===== src/rtl/speed_pkg.sv =====
// speed_pkg
// Shared definitions for the speed selector and the 7-segment speed decoder.
// Holds the speed-code constants, the FSM state type built from them, the
// default debounce length, and a helper that sizes the debounce counter.
// No ports (package).
package speed_pkg;

  // Speed codes as driven on {A,B}; the decoder uses the same constants.
  localparam logic [1:0] SPD_STOP = 2'b00;
  localparam logic [1:0] SPD_SLOW = 2'b01;
  localparam logic [1:0] SPD_FAST = 2'b10;

  localparam int unsigned DEBOUNCE_DEFAULT = 16;

  // State encoding is the speed code itself, so {A,B} comes straight off the
  // state flops with no decode logic in between.
  typedef enum logic [1:0] {
    ST_STOP = SPD_STOP,
    ST_SLOW = SPD_SLOW,
    ST_FAST = SPD_FAST
  } speed_state_e;

  // Bits needed to hold the values 0..n.
  function automatic int unsigned cnt_width(input int unsigned n);
    return $clog2(n + 1);
  endfunction

endpackage


===== src/rtl/btn_debounce.sv =====
// btn_debounce
// Conditions one raw push button: 2-flop synchronizer, debounce counter and
// a registered one-cycle pulse on each accepted press (0->1 of the debounced
// level). Releases produce no pulse; a held button produces one pulse.
//
// Ports:
//   clk      in   system clock, rising edge
//   rst      in   asynchronous active-high reset
//   btn_raw  in   raw button level, asynchronous to clk
//   press    out  one-cycle registered press pulse
module btn_debounce
  import speed_pkg::*;
#(
  parameter int unsigned DEBOUNCE_CYCLES = DEBOUNCE_DEFAULT
) (
  input  logic clk,
  input  logic rst,
  input  logic btn_raw,
  output logic press
);

  localparam int unsigned CW = cnt_width(DEBOUNCE_CYCLES);
  localparam logic [CW-1:0] CNT_LAST = CW'(DEBOUNCE_CYCLES - 1);

  logic          sync1_q, sync1_d;
  logic          sync2_q, sync2_d;
  logic          deb_q, deb_d;
  logic          deb_dly_q, deb_dly_d;
  logic          press_q, press_d;
  logic [CW-1:0] cnt_q, cnt_d;

  // The counter only runs while the synchronized level disagrees with the
  // debounced level. The edge on which it would reach DEBOUNCE_CYCLES is the
  // edge the new level is accepted; the counter returns to zero on that same
  // edge because both levels agree again, so a bounce straight after an
  // accept has to earn its full count before it can flip the level back.
  always_comb begin
    sync1_d   = btn_raw;
    sync2_d   = sync1_q;
    cnt_d     = cnt_q;
    deb_d     = deb_q;
    deb_dly_d = deb_q;
    press_d   = deb_q & ~deb_dly_q;

    if (sync2_q == deb_q) begin
      cnt_d = '0;
    end else if (cnt_q == CNT_LAST) begin
      cnt_d = '0;
      deb_d = sync2_q;
    end else begin
      cnt_d = cnt_q + CW'(1);
    end
  end

  always_ff @(posedge clk or posedge rst) begin
    if (rst) begin
      sync1_q   <= 1'b0;
      sync2_q   <= 1'b0;
      deb_q     <= 1'b0;
      deb_dly_q <= 1'b0;
      press_q   <= 1'b0;
      cnt_q     <= '0;
    end else begin
      sync1_q   <= sync1_d;
      sync2_q   <= sync2_d;
      deb_q     <= deb_d;
      deb_dly_q <= deb_dly_d;
      press_q   <= press_d;
      cnt_q     <= cnt_d;
    end
  end

  assign press = press_q;

endmodule


===== src/rtl/speed_sel_enc.sv =====
// speed_sel_enc
// Three-button speed selector. Debounced up/down/stop presses step a
// STOP/SLOW/FAST state machine whose state drives the 7-segment speed decoder
// directly as {A,B}. spd_chg pulses for one cycle whenever {A,B} moves.
//
// Ports:
//   clk       in   system clock, rising edge
//   rst       in   asynchronous active-high reset
//   btn_up    in   raw speed-up button
//   btn_down  in   raw speed-down button
//   btn_stop  in   raw stop button
//   A         out  speed code MSB
//   B         out  speed code LSB
//   spd_chg   out  one-cycle pulse when {A,B} changes
module speed_sel_enc
  import speed_pkg::*;
#(
  parameter int unsigned DEBOUNCE_CYCLES = DEBOUNCE_DEFAULT
) (
  input  logic clk,
  input  logic rst,
  input  logic btn_up,
  input  logic btn_down,
  input  logic btn_stop,
  output logic A,
  output logic B,
  output logic spd_chg
);

  logic up_press, down_press, stop_press;

  btn_debounce #(.DEBOUNCE_CYCLES(DEBOUNCE_CYCLES)) u_deb_up (
    .clk     (clk),
    .rst     (rst),
    .btn_raw (btn_up),
    .press   (up_press)
  );

  btn_debounce #(.DEBOUNCE_CYCLES(DEBOUNCE_CYCLES)) u_deb_down (
    .clk     (clk),
    .rst     (rst),
    .btn_raw (btn_down),
    .press   (down_press)
  );

  btn_debounce #(.DEBOUNCE_CYCLES(DEBOUNCE_CYCLES)) u_deb_stop (
    .clk     (clk),
    .rst     (rst),
    .btn_raw (btn_stop),
    .press   (stop_press)
  );

  speed_state_e state_q, state_d;
  logic         spd_chg_q, spd_chg_d;

  // Stop wins over everything; up and down together cancel; otherwise step
  // one speed in the pressed direction and saturate at either end.
  // spd_chg is registered alongside the state so it lines up with the cycle
  // in which {A,B} first shows the new value.
  always_comb begin
    state_d = state_q;

    if (stop_press) begin
      state_d = ST_STOP;
    end else if (up_press && !down_press) begin
      unique case (state_q)
        ST_STOP: state_d = ST_SLOW;
        ST_SLOW: state_d = ST_FAST;
        ST_FAST: state_d = ST_FAST;
        default: state_d = ST_STOP;
      endcase
    end else if (down_press && !up_press) begin
      unique case (state_q)
        ST_STOP: state_d = ST_STOP;
        ST_SLOW: state_d = ST_STOP;
        ST_FAST: state_d = ST_SLOW;
        default: state_d = ST_STOP;
      endcase
    end

    spd_chg_d = (state_d != state_q);
  end

  always_ff @(posedge clk or posedge rst) begin
    if (rst) begin
      state_q   <= ST_STOP;
      spd_chg_q <= 1'b0;
    end else begin
      state_q   <= state_d;
      spd_chg_q <= spd_chg_d;
    end
  end

  assign A       = state_q[1];
  assign B       = state_q[0];
  assign spd_chg = spd_chg_q;

endmodule


===== config.mk =====
export PLATFORM = sky130hd
export DESIGN_NAME = speed_sel_enc
export DESIGN_NICKNAME = d
export VERILOG_FILES = /design/src/rtl/speed_pkg.sv /design/src/rtl/btn_debounce.sv /design/src/rtl/speed_sel_enc.sv
export SDC_FILE = /design/constraint.sdc
export NUM_CORES = 1
export LEC_CHECK = 0
export CORE_ASPECT_RATIO = 1.25
export CORE_MARGIN = 3
export CORE_UTILIZATION = 54
export CTS_BUF_LIST = sky130_fd_sc_hd__clkbuf_8
export CTS_CLUSTER_DIAMETER = 80
export DETAILED_ROUTE_END_ITERATION = 10
export PLACE_DENSITY = 0.78
export SETUP_SLACK_MARGIN = 0.4
export SLEW_MARGIN = 25
export SYNTH_ARGS = -nofsm -noshare
export SYNTH_HDL_FRONTEND = slang
export SYNTH_SLANG_ARGS = --single-unit

===== constraint.sdc =====
create_clock -name clk -period 1.55 [get_ports clk]
set_input_delay 0.3875 -clock clk [delete_from_list [all_inputs] [get_ports clk]]
set_output_delay 0.3875 -clock clk [all_outputs]
set_load 0.01 [all_outputs]

==> results of run 1 <==
worst register-to-register path, delay by kind of cell (launching register included):
family | cells | cell delay (ps)
adder cells (fa/ha/maj) | 1 | 200
buffers and inverters | 1 | 90
AND/OR/NAND/NOR | 1 | 360
AO/OA/AOI/OAI | 2 | 280
flip-flops | 1 | 440
metal layers:
metal	wire length, um	global-route usage, %	vias to the layer above
met5	0	0	-
met4	87	12.3	0
met3	99	7.26	10
met2	1170	26.9	19
met1	875	16.8	432
li1	-	-	408
report_power, final:
| part | internal (W) | leakage (nW) | switching, W |
|---|---|---|---|
| registers | 0.000889 | 0.434 | 0.0000248 |
| clock network | 0.000638 | 0.0681 | 0.000300 |
| logic | 0.0000633 | 0.361 | 0.0000499 |
timing repair:
action,in CTS,in global routing
resized for setup,7,21
setup buffers,10,6
pin swaps,9,5
gates cloned,0,0
endpoints found under the setup margin,10,14
state kept, by name (all words and copies together), names as in the netlist:
name,flops
spd_chg,1
u_deb_up.cnt_q,5
u_deb_down.sync2_q,1
u_deb_down.cnt_q,5
u_deb_down.deb_dly_q,1
state_q,2
u_deb_up.sync2_q,1
u_deb_stop.deb_dly_d,1
u_deb_stop.sync2_q,1
u_deb_stop.sync1_q,1
u_deb_up.deb_dly_d,1
u_deb_stop.press,1
u_deb_up.sync1_q,1
u_deb_down.sync1_q,1
u_deb_down.deb_dly_d,1
u_deb_up.press,1
u_deb_stop.deb_dly_q,1
u_deb_up.deb_dly_q,1
u_deb_down.press,1
u_deb_stop.cnt_q,5
cells in the final DEF (no fill, tap or decap), types with 3 or more instances in the layout:
cell type	instances
dfrtp_1	30
nor2_1	7
and3_1	3
nor2b_1	3
clkdlybuf4s50_1	4
xor2_1	8
nor2_4	3
buf_4	16
ha_4	3
dfrtp_2	3
mux2_4	3
nand3_1	4
clkbuf_8	5
nand3b_1	3
and2_1	5
area by class of cell:
class	instances	area share (%)
flip-flops and latches	33	45.8
multi-input cells	65	32.3
repair buffers	24	11.5
clock buffers	5	3.80
clock inverters	3	3.59
well taps	31	2.14
inverters	4	0.829
per-stage QoR:
stage                     total power (W)  instances  worst slack, ps
after floorplan                  0.000972        103              200
after global placement            0.00100        141              205
after detailed placement          0.00101        141              133
after CTS                         0.00197        159              125
after global routing              0.00205        165             57.8
final                             0.00197        165              118
cells by family (layout without fill, tap and decap cells):
logic type	count (synthesis)	in the layout	synth area share (%)
buffers and inverters	5	36	2.00
AND/OR/NAND/NOR	35	35	15.1
XOR/XNOR	9	9	6.00
multiplexers	4	4	3.33
adder cells (fa/ha/maj)	5	5	4.76
AO/OA/AOI/OAI	12	12	5.91
flip-flops	33	33	62.9
how the worst max path moves through the flow:
stage,startpoint,end,slack [ps],depth (start not counted)
global placement,state_q[0]$_DFF_PP0_,spd_chg$_DFF_PP0_,210,5
CTS,state_q[1]$_DFF_PP0_,spd_chg$_DFF_PP0_,130,5
detailed placement,state_q[0]$_DFF_PP0_,spd_chg$_DFF_PP0_,130,5
floorplan,state_q[0]$_DFF_PP0_,spd_chg$_DFF_PP0_,200,5
global route,state_q[1]$_DFF_PP0_,spd_chg$_DFF_PP0_,60,5
finish,state_q[1]$_DFF_PP0_,spd_chg$_DFF_PP0_,120,5
==> key figures, run 1 <==
Synthesis
  – Synth Register Bits: 33
  – Number of synthesized flops with an enable pin: 0
  – Synthesized cell area: 1310 um2
  – Mean Syn Cell Area: 12.8 um2
  – Most common cell in the synthesized netlist: dfrtp_1
  – Sequential share of the synthesized area: between 60% and 70%
  – Synth async-reset ratio: 100%
  – Post-synth top cells: dfrtp_1, nor2_1, xor2_1
  – Post-synth cell types: 22
  – Cell taking the most area after synthesis: dfrtp_1
  – Largest cells by area after synthesis: dfrtp_1, xor2_1, ha_1, nor2_1, nand3_1
  – Main synth FF type: dfrtp_1
  – Synth warnings: 0
  – Mapped Cells: 103
  – Syn_nets: 113
  – Area fraction of the dominant cell type after synthesis: 62.9%

Critical path
  – Max incr delay on CP: 440 ps
  – Arr. time, crit path: about 1700 ps
  – Critical path's slowest cell: dfrtp_2
  – Worst path required time: between 1500 and 2000 ps
  – Reg-to-reg endpoint: spd_chg$_DFF_PP0_
  – Buf+Inv Stages, Crit Path: 1
  – Worst r2r src: state_q[1]$_DFF_PP0_
  – Crit end category: flip-flop
  – R2r setup slk: 120 ps
  – Worst path cell trace: inv_2, ha_4, or3b_1, a21oi_2, a2111o_1
  – CP Max Fanout: 5
  – CP delay by family, top: flip-flops
  – Startpoint Class: flip-flop
  – Worst Reg2Reg Path Length in Cells: 5
  – Critical path type: flip-flop to flip-flop

Cells and area
  – Register Area: between 800 and 900 um2
  – Final non-filler cell area: 1810 um2
  – Multi-input logic area: 586 um2
  – Area growth, synth to finish: 37.8%
  – Fillers: 128
  – Inserted Diodes: 0
  – Nets: 143
  – Share of layout cells above drive strength 1: 39.6%
  – Post-layout util: 80.2%

Detailed routing
  – Via-to-Cell Ratio: 5.27
  – Initial detailed-routing violation count: 25
  – Drt wl/cell: 13.5 um
  – Via count: 869
  – DRC Markers: 0
  – Detail Route Antenna Nets: 0
  – First drt pass iteration count: 4
  – Total routed wirelength: 2240 um

Global route
  – Antenna violations before repair: 0
  – GRT overflow: 0
  – Vias in the first global route: 826
  – Largest net degree at the start of global routing: 34
  – Global-route wire length before repair: 3510 um
  – GR Util All Layers: 16.4%

Die
  – CORE AREA: roughly 2300 um2
  – IO Count: 8
  – Die area: 3060 um2
  – Chip width: around 50 um
  – Initial Utilization: 58.2%
  – Site Rows: 19
  – Die Height: ~61 um

Clock network
  – # clock sinks: 33
  – Clock root cell: clkbuf_8
  – Clock transition at the registers of the reported paths: 60 ps
  – H-tree Lvls: 2
  – Hold Buf Count CTS: 0
  – CTS Buf Count: 5
  – CTS tree: yes
  – Clock latency on the worst-skew pair: 290 ps
  – CTS max path bufs: 2

Power and ir drop
  – Leakage power: 0.863 nW
  – Power density over the cells: between 1000 and 1500 nW/um2
  – Worst vdd rail ir drop: 1.42 mV

Timing
  – Worst hold margin: 348 ps
  – Fin crit period: around 1400 ps
  – RSZ-0062 raised after global routing: true
  – Worst Max-Slew Pin Slew: 239 ps
  – Slew margin rel.: about 84%
  – Setup violators final: 0
  – Crit share post-route: slightly above 90%
  – Fin Setup TNS: 0 ps
  – Max Freq: approximately 700 MHz
  – Clock Skew: 8.71 ps
  – Hold Vio Cnt, Final: 0
  – Final Max Slew Viols: 0

Placement
  – Placed Area: between 1000 and 1500 um2
  – Gpl congestion: just over 0.7
  – DP Wirelength: around 1300 um
  – Port buffer count: 7

Hold path
  – WHS Path Cells: 0
  – HP Start: u_deb_stop.sync1_q$_DFF_PP0_
  – Hold crit path type: flip-flop to flip-flop
  – Hold path endpoint: u_deb_stop.sync2_q$_DFF_PP0_

Run
  – Max Cap Viol: 0

Status
  – Outcome: completed
(Power assumes the default switching activity.)
==> inputs of run 2 (changes only) <==
--- a/config.mk
+++ b/config.mk
@@ -11,7 +11,8 @@
 export CTS_BUF_LIST = sky130_fd_sc_hd__clkbuf_8
 export CTS_CLUSTER_DIAMETER = 80
 export DETAILED_ROUTE_END_ITERATION = 10
-export PLACE_DENSITY = 0.78
+export DONT_BUFFER_PORTS = 1
+export PLACE_DENSITY = 0.73
 export SETUP_SLACK_MARGIN = 0.4
 export SLEW_MARGIN = 25
 export SYNTH_ARGS = -nofsm -noshare
==> run 2 against run 1 <==
Critical path depth stayed put. Critical endpoint unchanged. Critical path type unchanged. Core utilization is 8.4 points lower. Combinational power is 24% lower. Highest routed layer unchanged.
==> key figures, run 2 (synthesis gave the netlist of run 1 again) <==
Timing
  – Fin Setup TNS: 0 ps
  – Max Freq: ~710 MHz
  – RSZ-0062 raised after global routing: true
  – Hold Vio Cnt, Final: 0
  – Worst hold margin: 74.1 ps
  – Clock Skew: 6.50 ps
  – Worst Max-Slew Pin Slew: approximately 400 ps
  – Final Max Slew Viols: 0
  – Crit share post-route: 90.7%
  – Slew margin rel.: 73.5%
  – Fin crit period: 1410 ps
  – Setup violators final: 0

Clock network
  – Clock latency on the worst-skew pair: 280 ps
  – Clock transition at the registers of the reported paths: about 70 ps
  – Clock root cell: clkbuf_8
  – H-tree Lvls: 2
  – CTS max path bufs: 2
  – CTS tree: yes
  – CTS Buf Count: 5
  – # clock sinks: 33

Critical path
  – Worst path required time: 1710 ps
  – Startpoint Class: flip-flop
  – Arr. time, crit path: 1570 ps
  – Critical path type: flip-flop to flip-flop
  – CP Max Fanout: 6
  – R2r setup slk: 140 ps
  – Crit end category: flip-flop

Power and ir drop
  – Gate power share: around 4.8%
  – Seq pwr share: 50.3%
  – Switch share: approximately a fifth
  – Power density over the cells: 1110 nW/um2
  – Worst vdd rail ir drop: 1.07 mV
  – Leakage power: 0.789 nW
  – Cell Int Power: 0.00145 W
  – P_sw: 0.000358 W
  – Clock power share: 44.9%

Global route
  – Global-route wire length before repair: 3660 um
  – GRT overflow: 0
  – Antenna violations before repair: 0
  – GR Util All Layers: 17.4%
  – Vias in the first global route: 842
  – Largest net degree at the start of global routing: 34

Detailed routing
  – First drt pass iteration count: 4
  – Detail Route Antenna Nets: 0
  – Total routed wirelength: between 2000 and 2500 um
  – Drt wl/cell: 14.0 um
  – Via count: 800
  – Via-to-Cell Ratio: approximately 5.3
  – Initial detailed-routing violation count: 10
  – DRC Markers: 0

Die
  – Chip width: 50.1 um
  – Initial Utilization: 58.2%
  – Die area: 3060 um2
  – CORE AREA: around 2300 um2
  – Site Rows: 19
  – Die Height: 61.1 um
  – IO Count: 8

Status
  – Outcome: completed

Cells and area
  – Share of layout cells above drive strength 1: 35.5%
  – Biggest regs: u_deb_down.cnt_q: 5 flops, u_deb_stop.cnt_q: 5 flops, u_deb_up.cnt_q: 5 flops
  – Commonest cells after routing, fill and taps aside: dfrtp_1, xor2_1, buf_4, nor2_1, clkbuf_8
  – Non-filler cells, final: ~150
  – Commonest non-fill, non-tap cell in the layout: dfrtp_1
  – Inserted Diodes: 0
  – Final non-filler cell area: 1620 um2
  – Nets: 130
  – Fillers: 169
  – Area growth, synth to finish: 23.4%

Placement
  – Placed Area: 1410 um2
  – Port buffer count: 0
  – Placed Instances: approximately 140
  – DP Wirelength: 1390 um
  – Gpl congestion: 0.659

Run
  – Max Cap Viol: 0

Hold path
  – Hold crit path type: input pin to asynchronous set/reset pin
-- run 2: cell type report --
type	instances	area, um2	share of cell area [%]
Sequential cell	33	830	51.2
Multi-Input combinational cell	65	532	32.8
Clock buffer	6	82.6	5.09
Tap cell	31	38.8	2.39
Inverter	4	15.0	0.926
Clock inverter	2	33.8	2.08
Timing Repair Buffer	11	90.1	5.56
-- run 2: layer usage --
layer,track usage [%],wire (um),vias to the layer above
met5,0,0,-
met4,11.9,51,0
met3,7.26,96,4
met2,30.6,1130,14
met1,16.8,859,401
li1,-,-,381
-- run 2: stage by stage --
step | utilization [%] | total power (W) | setup slack (ps)
6_report | 71.8 | 0.00181 | 144
5_1_grt | 71.8 | 0.00188 | 73.4
4_1_cts | 70.5 | 0.00183 | 151
3_5_place_dp | 62.5 | 0.000993 | 160
3_3_place_gp | 62.5 | 0.000986 | 179
2_1_floorplan | - | 0.000972 | 200
-- run 2: power groups by stage --
| stage | Sequential, W | Combinational, W | Clock, W |
|---|---|---|---|
| CTS | 0.000909 | 0.0000861 | 0.000834 |
| global placement | 0.000924 | 0.0000620 | 0 |
| floorplan | 0.000922 | 0.0000499 | 0 |
| global route | 0.000912 | 0.000101 | 0.000865 |
| detailed placement | 0.000926 | 0.0000674 | 0 |
| finish | 0.000909 | 0.0000860 | 0.000811 |
-- run 2: what timing repair did --
| action | in CTS | in global routing |
|---|---|---|
| buffers inserted | 8 | 1 |
| pin swaps | 6 | 0 |
| hold buffers | 0 | 0 |
| endpoints found under the setup margin | 9 | 11 |
| gates resized for setup | 2 | 7 |
| gates cloned | 0 | 0 |
-- run 2: final timing paths --
| path | cells past startpoint | endpoint | start |
|---|---|---|---|
| max reg2reg | 5 | spd_chg$_DFF_PP0_ | state_q[1]$_DFF_PP0_ |
| min reg2reg | 0 | u_deb_stop.sync2_q$_DFF_PP0_ | u_deb_stop.sync1_q$_DFF_PP0_ |
| min in group clk | 0 | u_deb_down.sync1_q$_DFF_PP0_ | btn_down |
| max in group asynchronous | 2 | state_q[0]$_DFF_PP0_ | rst |
| min | 2 | u_deb_up.cnt_q[4]$_DFF_PP0_ | rst |
| max | 5 | spd_chg$_DFF_PP0_ | state_q[1]$_DFF_PP0_ |
-- run 2: worst max-delay path, stage by stage, from the launching register on --
cell      delay (ps)
dfrtp_2          440
inv_2             70
ha_4             260
or3b_1            90
a21oi_1           50
a2111o_1         370
==> inputs of run 3 (changes only) <==
--- a/config.mk
+++ b/config.mk
@@ -5,6 +5,7 @@
 export SDC_FILE = /design/constraint.sdc
 export NUM_CORES = 1
 export LEC_CHECK = 0
+export CAP_MARGIN = 20
 export CORE_ASPECT_RATIO = 1.25
 export CORE_MARGIN = 3
 export CORE_UTILIZATION = 54
==> results of run 3 <==
The final DEF is identical to that of run 2; final timing and power are the same.
